[src/rtl/reversalmb_perlane_comparator.sv]
// Receive-side per-lane ID comparator for MBINIT.REVERSALMB: counts word
// mismatches per lane over a fixed number of valid words, then latches a pass vector.
module reversalmb_perlane_comparator #(
  parameter int NUM_LANES     = 16,
  parameter int ITERATIONS    = 128,
  parameter int ERR_THRESHOLD = 16,
  parameter int CNT_W         = 8
) (
  input  logic                    CLK,
  input  logic                    rst_n,
  input  logic [1:0]              i_Clear_Pattern_Comparator,
  input  logic [NUM_LANES*16-1:0] i_lane_data,
  input  logic                    i_data_valid,
  output logic [15:0]             o_REVERSAL_Result_logged,
  output logic                    o_compare_done,
  output logic                    o_result_pulse
);

  typedef enum logic [1:0] {
    ST_IDLE    = 2'b00,
    ST_CLEAR   = 2'b01,
    ST_COMPARE = 2'b10,
    ST_DONE    = 2'b11
  } state_t;

  localparam logic [1:0]       MODE_CLEAR = 2'b01;
  localparam logic [1:0]       MODE_PLID  = 2'b11;
  localparam logic [CNT_W-1:0] ITER_LAST  = CNT_W'(ITERATIONS);
  // One extra bit so a threshold equal to 2^CNT_W still compares correctly.
  localparam logic [CNT_W:0]   THRESH     = (CNT_W+1)'(ERR_THRESHOLD);

  function automatic logic [CNT_W-1:0] sat_inc(input logic [CNT_W-1:0] v);
    return (&v) ? v : v + 1'b1;
  endfunction

  state_t               state_q, state_d;
  logic [CNT_W-1:0]     iter_q, iter_d, iter_inc;
  logic [CNT_W-1:0]     err_cnt_q [NUM_LANES];
  logic [CNT_W-1:0]     err_cnt_d [NUM_LANES];
  logic                 pend_q, pend_d;
  logic [15:0]          res_q, res_d;
  logic                 done_q, done_d;
  logic                 pulse_q, pulse_d;
  logic                 clr, cmp_en, latch;
  logic [NUM_LANES-1:0] lane_err;
  logic [15:0]          pass_vec;

  for (genvar g = 0; g < NUM_LANES; g++) begin : g_lane
    localparam logic [7:0]  LANE_ID  = 8'(g);
    localparam logic [15:0] EXP_WORD = {4'b1010, LANE_ID, 4'b1010};
    assign lane_err[g] = (i_lane_data[16*g +: 16] != EXP_WORD);
  end

  // Mode follows the command each cycle; CLEAR overrides everything, DONE is sticky,
  // and a pending completion is latched regardless of the current mode.
  always_comb begin
    state_d = state_q;
    clr     = 1'b0;
    cmp_en  = 1'b0;
    latch   = 1'b0;
    if (i_Clear_Pattern_Comparator == MODE_CLEAR) begin
      state_d = ST_CLEAR;
      clr     = 1'b1;
    end else if (state_q == ST_DONE) begin
      state_d = ST_DONE;
    end else if (pend_q) begin
      state_d = ST_DONE;
      latch   = 1'b1;
    end else if (i_Clear_Pattern_Comparator == MODE_PLID) begin
      state_d = ST_COMPARE;
      cmp_en  = i_data_valid;
    end else begin
      state_d = ST_IDLE;
    end
  end

  always_comb begin
    pass_vec = '0;
    for (int n = 0; n < NUM_LANES; n++) begin
      pass_vec[n] = ({1'b0, err_cnt_q[n]} < THRESH);
    end
  end

  assign iter_inc = iter_q + 1'b1;

  always_comb begin
    iter_d  = iter_q;
    pend_d  = pend_q;
    res_d   = res_q;
    done_d  = done_q;
    pulse_d = 1'b0;
    if (clr) begin
      iter_d = '0;
      pend_d = 1'b0;
      res_d  = '0;
      done_d = 1'b0;
    end else if (latch) begin
      pend_d  = 1'b0;
      res_d   = pass_vec;
      done_d  = 1'b1;
      pulse_d = 1'b1;
    end else if (cmp_en) begin
      iter_d = iter_inc;
      pend_d = (iter_inc == ITER_LAST);
    end
  end

  always_comb begin
    for (int n = 0; n < NUM_LANES; n++) begin
      err_cnt_d[n] = err_cnt_q[n];
      if (clr) begin
        err_cnt_d[n] = '0;
      end else if (cmp_en && lane_err[n]) begin
        err_cnt_d[n] = sat_inc(err_cnt_q[n]);
      end
    end
  end

  always_ff @(posedge CLK or negedge rst_n) begin
    if (!rst_n) begin
      state_q <= ST_IDLE;
      iter_q  <= '0;
      pend_q  <= 1'b0;
      res_q   <= '0;
      done_q  <= 1'b0;
      pulse_q <= 1'b0;
      for (int n = 0; n < NUM_LANES; n++) begin
        err_cnt_q[n] <= '0;
      end
    end else begin
      state_q <= state_d;
      iter_q  <= iter_d;
      pend_q  <= pend_d;
      res_q   <= res_d;
      done_q  <= done_d;
      pulse_q <= pulse_d;
      for (int n = 0; n < NUM_LANES; n++) begin
        err_cnt_q[n] <= err_cnt_d[n];
      end
    end
  end

  assign o_REVERSAL_Result_logged = res_q;
  assign o_compare_done           = done_q;
  assign o_result_pulse           = pulse_q;

endmodule

[config.mk]
export PLATFORM = sky130hd
export DESIGN_NAME = reversalmb_perlane_comparator
export DESIGN_NICKNAME = d
export VERILOG_FILES = /design/src/rtl/reversalmb_perlane_comparator.sv
export SDC_FILE = /design/constraint.sdc
export NUM_CORES = 1
export LEC_CHECK = 0
export ABC_AREA = 1
export ABC_CLOCK_PERIOD_IN_PS = 4200
export BUFFER_PORTS_ARGS = -buffer_cell sky130_fd_sc_hd__buf_2
export CORE_MARGIN = 2
export CORE_UTILIZATION = 58
export DETAILED_ROUTE_END_ITERATION = 7
export PLACE_DENSITY = 0.95
export SYNTH_ARGS = -nofsm -noshare
export SYNTH_HDL_FRONTEND = slang
export SYNTH_SLANG_ARGS = --single-unit
[constraint.sdc]
create_clock -name CLK -period 4.2 [get_ports CLK]
set_input_delay 0.84 -clock CLK [delete_from_list [all_inputs] [get_ports CLK]]
set_output_delay 0.84 -clock CLK [all_outputs]
set_load 0.01 [all_outputs]
==> flow_summary.ini, run 1 <==
[placed_design]
place_congestion = 0.871
dp_hpwl_um = 18000
io_buffers = 278

[worst_setup_path]
reg2reg_from = pend_q
ff2ff_path_depth = 10
critPathCaptureType = register
crit_type = in2reg
critPathLaunchType = input pin
cp.arrival_ns = 2.82
reg2reg_to = err_cnt_q[23]
crit_required_ns = 4.50
r2r_setup_slack_ns = 2.12
cp_max_fo = 61
endpoint = iter_q[5]
startpoint = i_Clear_Pattern_Comparator[1]

[drt]
drc = 0
wirelength_um = 27200
wire_per_inst_um = 13.7
drtPass1Iterations = 6
ant_nets = 0
via_count = 10900
via_per_inst = 5.47
drt_iter0_markers = 988

[floorplanning]
io_pins = 279
row_count = 48
die_x_um = 136
die_area_um2 = 18400
core_region_area_um2 = 17100
die_h_um = 136
initial_core_util_pct = 58.8

[synth]
synth_top_area_share_pct = 39.0
synth_mux_area_share_pct = 0
synthXorXnorAreaFrac_pct = 5.13
synth_flop_cell = dfrtp_1
synth-compound-area-share_pct = 2.76
yosysTopAreaCell = dfrtp_1
yosys.area_share.simple_pct = 45.0
syn_nets = 1759
synth_area_um2 = 10100
ys_warn_count = 0
synth_fa_ha_area_share_pct = 2.11
yosysMostFrequentCell = nand2_1
synth_seq_area_share_pct = 39.0
synth_edf_count = 0
avgSynthCellArea_um2 = 6.80
synthCells = 1481
synth.distinct_cells = 31
synth-seq-cells = 157
synth_top_family_by_area = simple AND/OR/NAND/NOR gates
yosys-top-cells-count = 489 x nand2_1, 262 x nor2_1, 192 x nand3_1
synth_area_leaders = dfrtp_1 39%, nand2_1 18%, nor2_1 9.8%, nand3_1 9.5%, inv_1 4.5%
synthArstFlopShare_pct = 100

[power]
power_leakage_nw = 6.81
combPwrFrac_pct = 17.4
power_frac_clock_pct = 39.9
p_per_area_nw_per_um2 = 364
p_switching_w = 0.00130
switching_share_pct = 28.9
p_seq_share_pct = 42.7
ir_drop_mv = 0.281
internal_power_w = 0.00320

[finish]
area_growth_pct = 22.9
antenna_cells = 0
fin_util_pct = 72.3
nets = 2029
layout-drive-gt1-share_pct = 19.9

[cts]
clock_path_buffers = 2
clk_pin_slew_worst_paths_ns = 0.06
h-tree-depth = 4
root_buffer = clkbuf_16
cts_num_sinks = 157
cts_tree = done
cts_buffers = 17
ctsResizeCount = 0
holdBufCountCts = 0
cts_setup_buffers = 0
clock_latency_ns = 0.43

[sta]
maxSlewViolCount = 0
rsz0062_at_grt = false
fin_setup_tns_ns = 0
hold_viol = 0
setup_viol = 0
timing.hold.ws_ns = 0.484
relSlewSlack_pct = 39.7
worst-slew-pin-transition_ns = 0.903
period_needed_ns = 2.52
fin_skew_ns = 0.00645
fin_crit_sh_pct = 59.9
max_freq_ghz = 0.397

[outcome]
status = finished, final reports clean

[global_routing]
grt_start_max_net_pins = 95
grt_pass1_vias = 10400
grt_antenna_before_repair = 0
grtUsageTotal_pct = 30.5
grt_pass1_wl_um = 45700
overflow = 0

[hold_path]
hold_class = reg2reg

[job]
cap_violations = 0
==> routing by layer <==
metal | routed length [um] | share of wire, % | global-route usage, %
met1 | 10200 | 37 | 35.8
met2 | 14300 | 52 | 55.1
met3 | 1980 | 7.2 | 4.34
met4 | 807 | 3.0 | 13.6
met5 | 0 | 0 | 0
==> cell type report <==
class / count / area (um^2)
Sequential cell: 157 / 3930
Inverter: 122 / 458
Fill cell: 1201 / 4750
Clock inverter: 11 / 211
Clock buffer: 21 / 470
Tap cell: 225 / 282
Multi-Input combinational cell: 1169 / 5540
Timing Repair Buffer: 284 / 1480
==> cell usage in the layout (no fill, tap or decap), drive strengths merged <==
cell,count
a21oi,12
clkinvlp,1
nand2,511
o21ai,5
xor2,34
and3,5
nand4,36
nand3b,2
inv,122
clkinv,4
a32o,15
o22ai,4
a22o,2
ha,17
dfrtp,157
xnor2,25
bufinv,6
nor2,264
clkbuf,21
nor4,1
buf,284
nand3,203
nor3,28
nor3b,5
==> kinds of logic after synthesis <==
logic type,after synthesis
adders and majority gates,17
and+or+nand+nor,1055
buffers and inverters,155
AOI/OAI and AO/OA,38
xor gates and xnor gates,59
DFF,157
==> metrics by stage <==
stage               cells  area [um^2]  power, W  worst slack [ns]
floorplan            1481        10100   0.00239              2.44
CTS                  1989        12400   0.00449              1.71
finish               1989        12400   0.00450              1.68
global route         1989        12400   0.00470              1.52
global placement     1957        11700   0.00264              1.37
detailed placement   1957        11700   0.00269              1.31
==> worst max-delay path, stage by stage <==
cell	delay, ns
buf_2	0.11
inv_1	0.08
nand2_4	0.37
inv_2	0.36
buf_4	0.54
nor2_1	0.16
inv_1	0.21
o21ai_0	0.12
==> sequential cells by signal, summed over array words and instances (netlist names) <==
signal and count:
o_REVERSAL_Result_logged 16, state_q 2, o_compare_done 1, err_cnt_q 128
pend_q 1, o_result_pulse 1, iter_q 8
==> how the worst min path moves through the flow <==
| stage | startpoint | endpoint | slack (ns) | cells after the start |
|---|---|---|---|---|
| after CTS | o_REVERSAL_Result_logged[6] | o_REVERSAL_Result_logged[6] | 0.49 | 1 |
| after global routing | o_REVERSAL_Result_logged[10] | o_REVERSAL_Result_logged[10] | 0.51 | 1 |
| after floorplan | pend_q | pend_q | 0.47 | 2 |
| after global placement | o_REVERSAL_Result_logged[4] | o_REVERSAL_Result_logged[4] | 0.47 | 1 |
| final | o_REVERSAL_Result_logged[13] | o_REVERSAL_Result_logged[13] | 0.48 | 1 |
| after detailed placement | o_REVERSAL_Result_logged[13] | o_REVERSAL_Result_logged[13] | 0.48 | 1 |
==> power by group through the flow <==
stage          Clock, W  Combinational [W]  Sequential, W
4_1_cts         0.00180           0.000785        0.00191
5_1_grt         0.00186           0.000898        0.00194
2_1_floorplan         0           0.000506        0.00188
6_report        0.00180           0.000784        0.00192
3_3_place_gp          0           0.000720        0.00192
3_5_place_dp          0           0.000761        0.00193
Power figures use the tool's default switching activity.
==> inputs of run 2 (changes only) <==
--- a/config.mk
+++ b/config.mk
@@ -6,12 +6,12 @@
 export NUM_CORES = 1
 export LEC_CHECK = 0
 export ABC_AREA = 1
-export ABC_CLOCK_PERIOD_IN_PS = 4200
+export ABC_CLOCK_PERIOD_IN_PS = 2500
 export BUFFER_PORTS_ARGS = -buffer_cell sky130_fd_sc_hd__buf_2
 export CORE_MARGIN = 2
-export CORE_UTILIZATION = 58
+export CORE_UTILIZATION = 54
 export DETAILED_ROUTE_END_ITERATION = 7
-export PLACE_DENSITY = 0.95
+export PLACE_DENSITY = 0.92
 export SYNTH_ARGS = -nofsm -noshare
 export SYNTH_HDL_FRONTEND = slang
 export SYNTH_SLANG_ARGS = --single-unit
==> constraint.sdc (replaced) <==
create_clock -name CLK -period 2.5 [get_ports CLK]
set_input_delay 0.5 -clock CLK [delete_from_list [all_inputs] [get_ports CLK]]
set_output_delay 0.5 -clock CLK [all_outputs]
set_load 0.01 [all_outputs]
==> run 2 against run 1 <==
Net effect: clock power rose by 48%; first-iteration DRC count shrank 36%; clock-buffer cell count grew 3; flip-flop and latch count is the same; die area is 7.2% higher; clock skew is 0.00079 ns higher; largest cell class unchanged; via count is 3.4% lower.
==> flow_summary.ini, run 2 (synthesized netlist as in run 1, its figures left out) <==
[finish]
antenna_cells = 0
nets = 2036
final_cell_mix = 489 x nand2_1, 277 x buf_2, 262 x nor2_1, 192 x nand3_1, 157 x dfrtp_1
fillers = 1399
top_register = err_cnt_q
area_growth_pct = 22.9
largest_reg_flops = 128
fin_util_pct = 68.2
layout-drive-gt1-share_pct = 20.1
layout_commonest_cell = nand2_1

[power]
p_per_area_nw_per_um2 = 580
power_leakage_nw = 6.82
ir_drop_mv = 0.531

[placed_design]
place_congestion = 0.887
dp_hpwl_um = 18000
io_buffers = 278

[drt]
ant_nets = 0
drtPass1Iterations = 6
wirelength_um = 25500
drt_iter0_markers = 637
drc = 0
wire_per_inst_um = 12.8
via_count = 10500
via_per_inst = 5.26

[floorplanning]
die_x_um = 141
die_area_um2 = 19800
die_h_um = 141
initial_core_util_pct = 55.5
core_region_area_um2 = 18100
io_pins = 279
row_count = 49

[cts]
holdBufCountCts = 0
cts_tree = done
clk_pin_slew_worst_paths_ns = 0.06
ctsResizeCount = 0
root_buffer = clkbuf_16
clock_path_buffers = 2
cts_num_sinks = 157
cts_buffers = 17
cts_setup_buffers = 0
clock_latency_ns = 0.43
h-tree-depth = 4

[global_routing]
grtUsageTotal_pct = 26.0
grt_start_max_net_pins = 80
overflow = 0
grt_pass1_vias = 10100
grt_antenna_before_repair = 0
grt_pass1_wl_um = 42900

[worst_setup_path]
critPathLaunchType = register
cp.arrival_ns = 2.10
reg2reg_to = err_cnt_q[18]
r2r_setup_slack_ns = 0.72
path_cells = ha_1 -> nand3_1 -> nor2_1 -> nand2_1 -> nand2_1 -> inv_1 -> nand2_2 -> nand2_1 -> nand2_1 -> nand2_1
cpMaxStageDelayCell = dfrtp_1
crit_top_cell = nand2_1
crit_family = simple AND/OR/NAND/NOR gates
critPathCaptureType = register
reg2reg_from = err_cnt_q[17]
cp.buffers_inverters = 1
crit_required_ns = 2.82
cp_max_fo = 9
ff2ff_path_depth = 10
critical_path.max_stage_delay_ns = 0.41
crit_type = reg2reg

[sta]
rsz0062_at_grt = false
fin_setup_tns_ns = 0
hold_viol = 0
maxSlewViolCount = 0
setup_viol = 0
period_needed_ns = 1.78
fin_skew_ns = 0.00724
fin_crit_sh_pct = 71.1
max_freq_ghz = 0.563
worst-slew-pin-transition_ns = 0.901
relSlewSlack_pct = 39.8

[hold_path]
hold_class = in2async

[outcome]
status = finished, final reports clean

[job]
cap_violations = 0
[run 2: cell count changes in the layout (fill, tap and decap cells not counted), sizes merged]
| cell | previous run | this run |
|---|---|---|
| clkinvlp | 1 | 0 |
| bufinv | 6 | 3 |
| clkbuf | 21 | 24 |
| buf | 284 | 291 |
[run 2: worst max-delay path by stage]
| stage | slack (ns) | from | end | cells after the start |
|---|---|---|---|---|
| after detailed placement | 0.65 | i_Clear_Pattern_Comparator[0] | err_cnt_q[106] | 10 |
| after global routing | 0.54 | err_cnt_q[25] | err_cnt_q[30] | 10 |
| after global placement | 0.71 | i_Clear_Pattern_Comparator[0] | err_cnt_q[31] | 10 |
| after floorplan | 1.03 | err_cnt_q[17] | err_cnt_q[16] | 10 |
| after CTS | 0.75 | err_cnt_q[104] | err_cnt_q[106] | 10 |
| final | 0.72 | err_cnt_q[17] | err_cnt_q[18] | 10 |
[run 2: power by group]
part	switching [W]	internal, W	total (W)	leakage (nW)
clock network	0.000999	0.00166	0.00266	0.300
registers	0.000372	0.00284	0.00322	2.13
logic	0.000712	0.000585	0.00130	4.40
total	0.00208	0.00509	0.00718	6.82
[run 2: cell type report]
cell class | instances | area (um^2) | share of cell area, %
clock inverters | 7 | 110 | 0.890
well taps | 229 | 287 | 2.32
multi-input cells | 1169 | 5540 | 44.8
flip-flops and latches | 157 | 3930 | 31.8
inverters | 122 | 458 | 3.70
clock buffers | 24 | 492 | 3.97
repair buffers | 291 | 1560 | 12.6
[run 2: per-stage QoR]
step	area (um^2)	power [W]	instances	setup WS, ns	hold WS (ns)
2_1_floorplan	10100	0.00401	1481	1.03	0.204
3_3_place_gp	11800	0.00444	1968	0.709	0.472
3_5_place_dp	11800	0.00453	1968	0.648	0.477
4_1_cts	12400	0.00720	1999	0.752	0.0925
5_1_grt	12400	0.00755	1999	0.535	0.123
6_report	12400	0.00718	1999	0.723	0.0783
[run 2: per-layer routing]
metal,routed length [um],track usage [%],share of wire (%)
met1,9970,29.5,39
met2,13400,49.4,53
met3,1580,4.24,6.2
met4,561,9.00,2.2
met5,0,0,0
==> inputs of run 3 (changes only) <==
--- a/config.mk
+++ b/config.mk
@@ -6,12 +6,12 @@
 export NUM_CORES = 1
 export LEC_CHECK = 0
 export ABC_AREA = 1
-export ABC_CLOCK_PERIOD_IN_PS = 2500
+export ABC_CLOCK_PERIOD_IN_PS = 1600
 export BUFFER_PORTS_ARGS = -buffer_cell sky130_fd_sc_hd__buf_2
 export CORE_MARGIN = 2
-export CORE_UTILIZATION = 54
+export CORE_UTILIZATION = 48
 export DETAILED_ROUTE_END_ITERATION = 7
-export PLACE_DENSITY = 0.92
+export PLACE_DENSITY = 0.87
 export SYNTH_ARGS = -nofsm -noshare
 export SYNTH_HDL_FRONTEND = slang
 export SYNTH_SLANG_ARGS = --single-unit
==> constraint.sdc (replaced) <==
create_clock -name CLK -period 1.6 [get_ports CLK]
set_input_delay 0.32 -clock CLK [delete_from_list [all_inputs] [get_ports CLK]]
set_output_delay 0.32 -clock CLK [all_outputs]
set_load 0.01 [all_outputs]
==> run 3 against run 2 <==
Net effect: cell area increased by 7.0%; utilization down 3.4 points; first-iteration DRC count grew 22%; flip-flop and latch count unchanged; global-route usage shrank 3.8 points; worst hold slack better by 0.13 ns; clock skew barely moved; clock-buffer cell count decreased by 3; fmax rose by 12%; sequential power is 55% higher; sequential share of layout area shrank 2.1 points.
==> flow_summary.ini, run 3 (synthesized netlist as in run 1, its figures left out) <==
[drt]
drt_iter0_markers = 780
wire_per_inst_um = 12.5
via_per_inst = 5.11
ant_nets = 0
drc = 0
via_count = 10800
wirelength_um = 26300
drtPass1Iterations = 6

[power]
ir_drop_mv = 0.818
p_per_area_nw_per_um2 = 853
p_total_w = 0.0113
power_leakage_nw = 7.17

[floorplanning]
core_region_area_um2 = 20400
row_count = 52
die_area_um2 = 22200
initial_core_util_pct = 49.3
die_x_um = 149
die_h_um = 149
io_pins = 279

[cts]
clock_path_buffers = 2
cts_buffers = 17
clk_pin_slew_worst_paths_ns = 0.06
cts_num_sinks = 157
cts_tree = done
clock_latency_ns = 0.43
root_buffer = clkbuf_16
h-tree-depth = 4

[worst_setup_path]
cp_max_fo = 7
crit_required_ns = 1.91
crit_type = reg2reg
critPathLaunchType = register
critPathCaptureType = register
cp.arrival_ns = 1.90

[sta]
fin_skew_ns = 0.00706
fin_setup_tns_ns = 0
worst-slew-pin-transition_ns = 0.376
max_freq_ghz = 0.629
setup_viol = 0
timing.hold.ws_ns = 0.206
relSlewSlack_pct = 75.0
fin_crit_sh_pct = 99.4
maxSlewViolCount = 0
hold_viol = 0
period_needed_ns = 1.59

[global_routing]
grt_pass1_vias = 9789
grt_start_max_net_pins = 74
overflow = 0
grt_antenna_before_repair = 0
grtUsageTotal_pct = 22.2
grt_pass1_wl_um = 40900

[hold_path]
hold_class = in2reg

[outcome]
status = finished, final reports clean

[placed_design]
placedCellCount = 2046
io_buffers = 278
placed_area_um2 = 12100
place_congestion = 0.837
dp_hpwl_um = 17900

[finish]
layout_commonest_cell = nand2_1
top_register = err_cnt_q
fin_area_um2 = 13200
area_growth_pct = 31.5
final_cells = 2111
largest_reg_flops = 128
final_cell_mix = 480 x nand2_1, 277 x buf_2, 255 x nor2_1, 187 x nand3_1, 156 x dfrtp_1
antenna_cells = 0
nets = 2106
fillers = 1673
layout-drive-gt1-share_pct = 24.9

[job]
cap_violations = 0
run 3: changes by cell type in the layout (fill, tap and decap cells not counted), sizes merged:
cell	delta
buf	+66
clkinv	+4
clkbuf	-2
clkinvlp	+2
nand2	+2
bufinv	-1
dlygate4sd3	+1
inv	-1
run 3: where the power goes:
group	internal [W]	leakage (nW)	total (W)	switching, W
Combinational	0.00112	4.77	0.00236	0.00124
Clock	0.00237	0.283	0.00395	0.00158
Sequential	0.00444	2.12	0.00498	0.000540
Total	0.00793	7.17	0.0113	0.00336
run 3: path summary, 6_finish.rpt:
check | from | end | slack (ns) | depth (start not counted)
worst min register to register | o_REVERSAL_Result_logged[13] | o_REVERSAL_Result_logged[13] | 0.49 | 1
worst max-delay path | state_q[1] | err_cnt_q[8] | 0.01 | 9
min in group asynchronous | rst_n | err_cnt_q[102] | 0.34 | 2
max in group asynchronous | rst_n | o_REVERSAL_Result_logged[8] | 0.67 | 3
worst max register to register | state_q[1] | err_cnt_q[8] | 0.01 | 9
worst min-delay path | i_Clear_Pattern_Comparator[0] | state_q[1] | 0.21 | 3
run 3: routing by layer:
metal / track usage (%) / routed length [um] / share of wire [%]
met1: 25.8 / 10700 / 41
met2: 41.5 / 13600 / 52
met3: 4.07 / 1500 / 5.7
met4: 6.86 / 527 / 2.0
met5: 0 / 0 / 0
run 3: critical path, stage by stage (launching register included):
cell and delay, ns:
dfrtp_1 0.38, nand2_2 0.11, nand2_4 0.07, nor2_4 0.16, buf_12 0.16, buf_12 0.16
nand3_4 0.12, buf_4 0.16, nand3_1 0.07, nand2_1 0.07
run 3: repair_timing:
item	4_1_cts	5_1_grt
hold buffers	1	0
endpoints found under the setup margin	11	106
setup buffers	0	29
pin swaps	0	19
resized for setup	3	60
endpoints found under the hold margin	24	0
cloned	0	3
run 3: layout make-up:
class | count | area (um^2) | share of cell area (%)
inverters | 122 | 462 | 3.49
repair buffers | 359 | 2170 | 16.4
clock inverters | 11 | 118 | 0.888
well taps | 270 | 338 | 2.55
multi-input cells | 1171 | 5760 | 43.5
clock buffers | 21 | 460 | 3.48
flip-flops and latches | 157 | 3930 | 29.7
run 3: metrics by stage:
stage | setup slack (ns) | util (%)
after global placement | 0.0519 | 59.4
final | 0.0100 | 64.8
after detailed placement | -0.0125 | 59.4
after floorplan | 0.135 | -
after global routing | -0.0621 | 64.8
after CTS | 0.00168 | 62.3
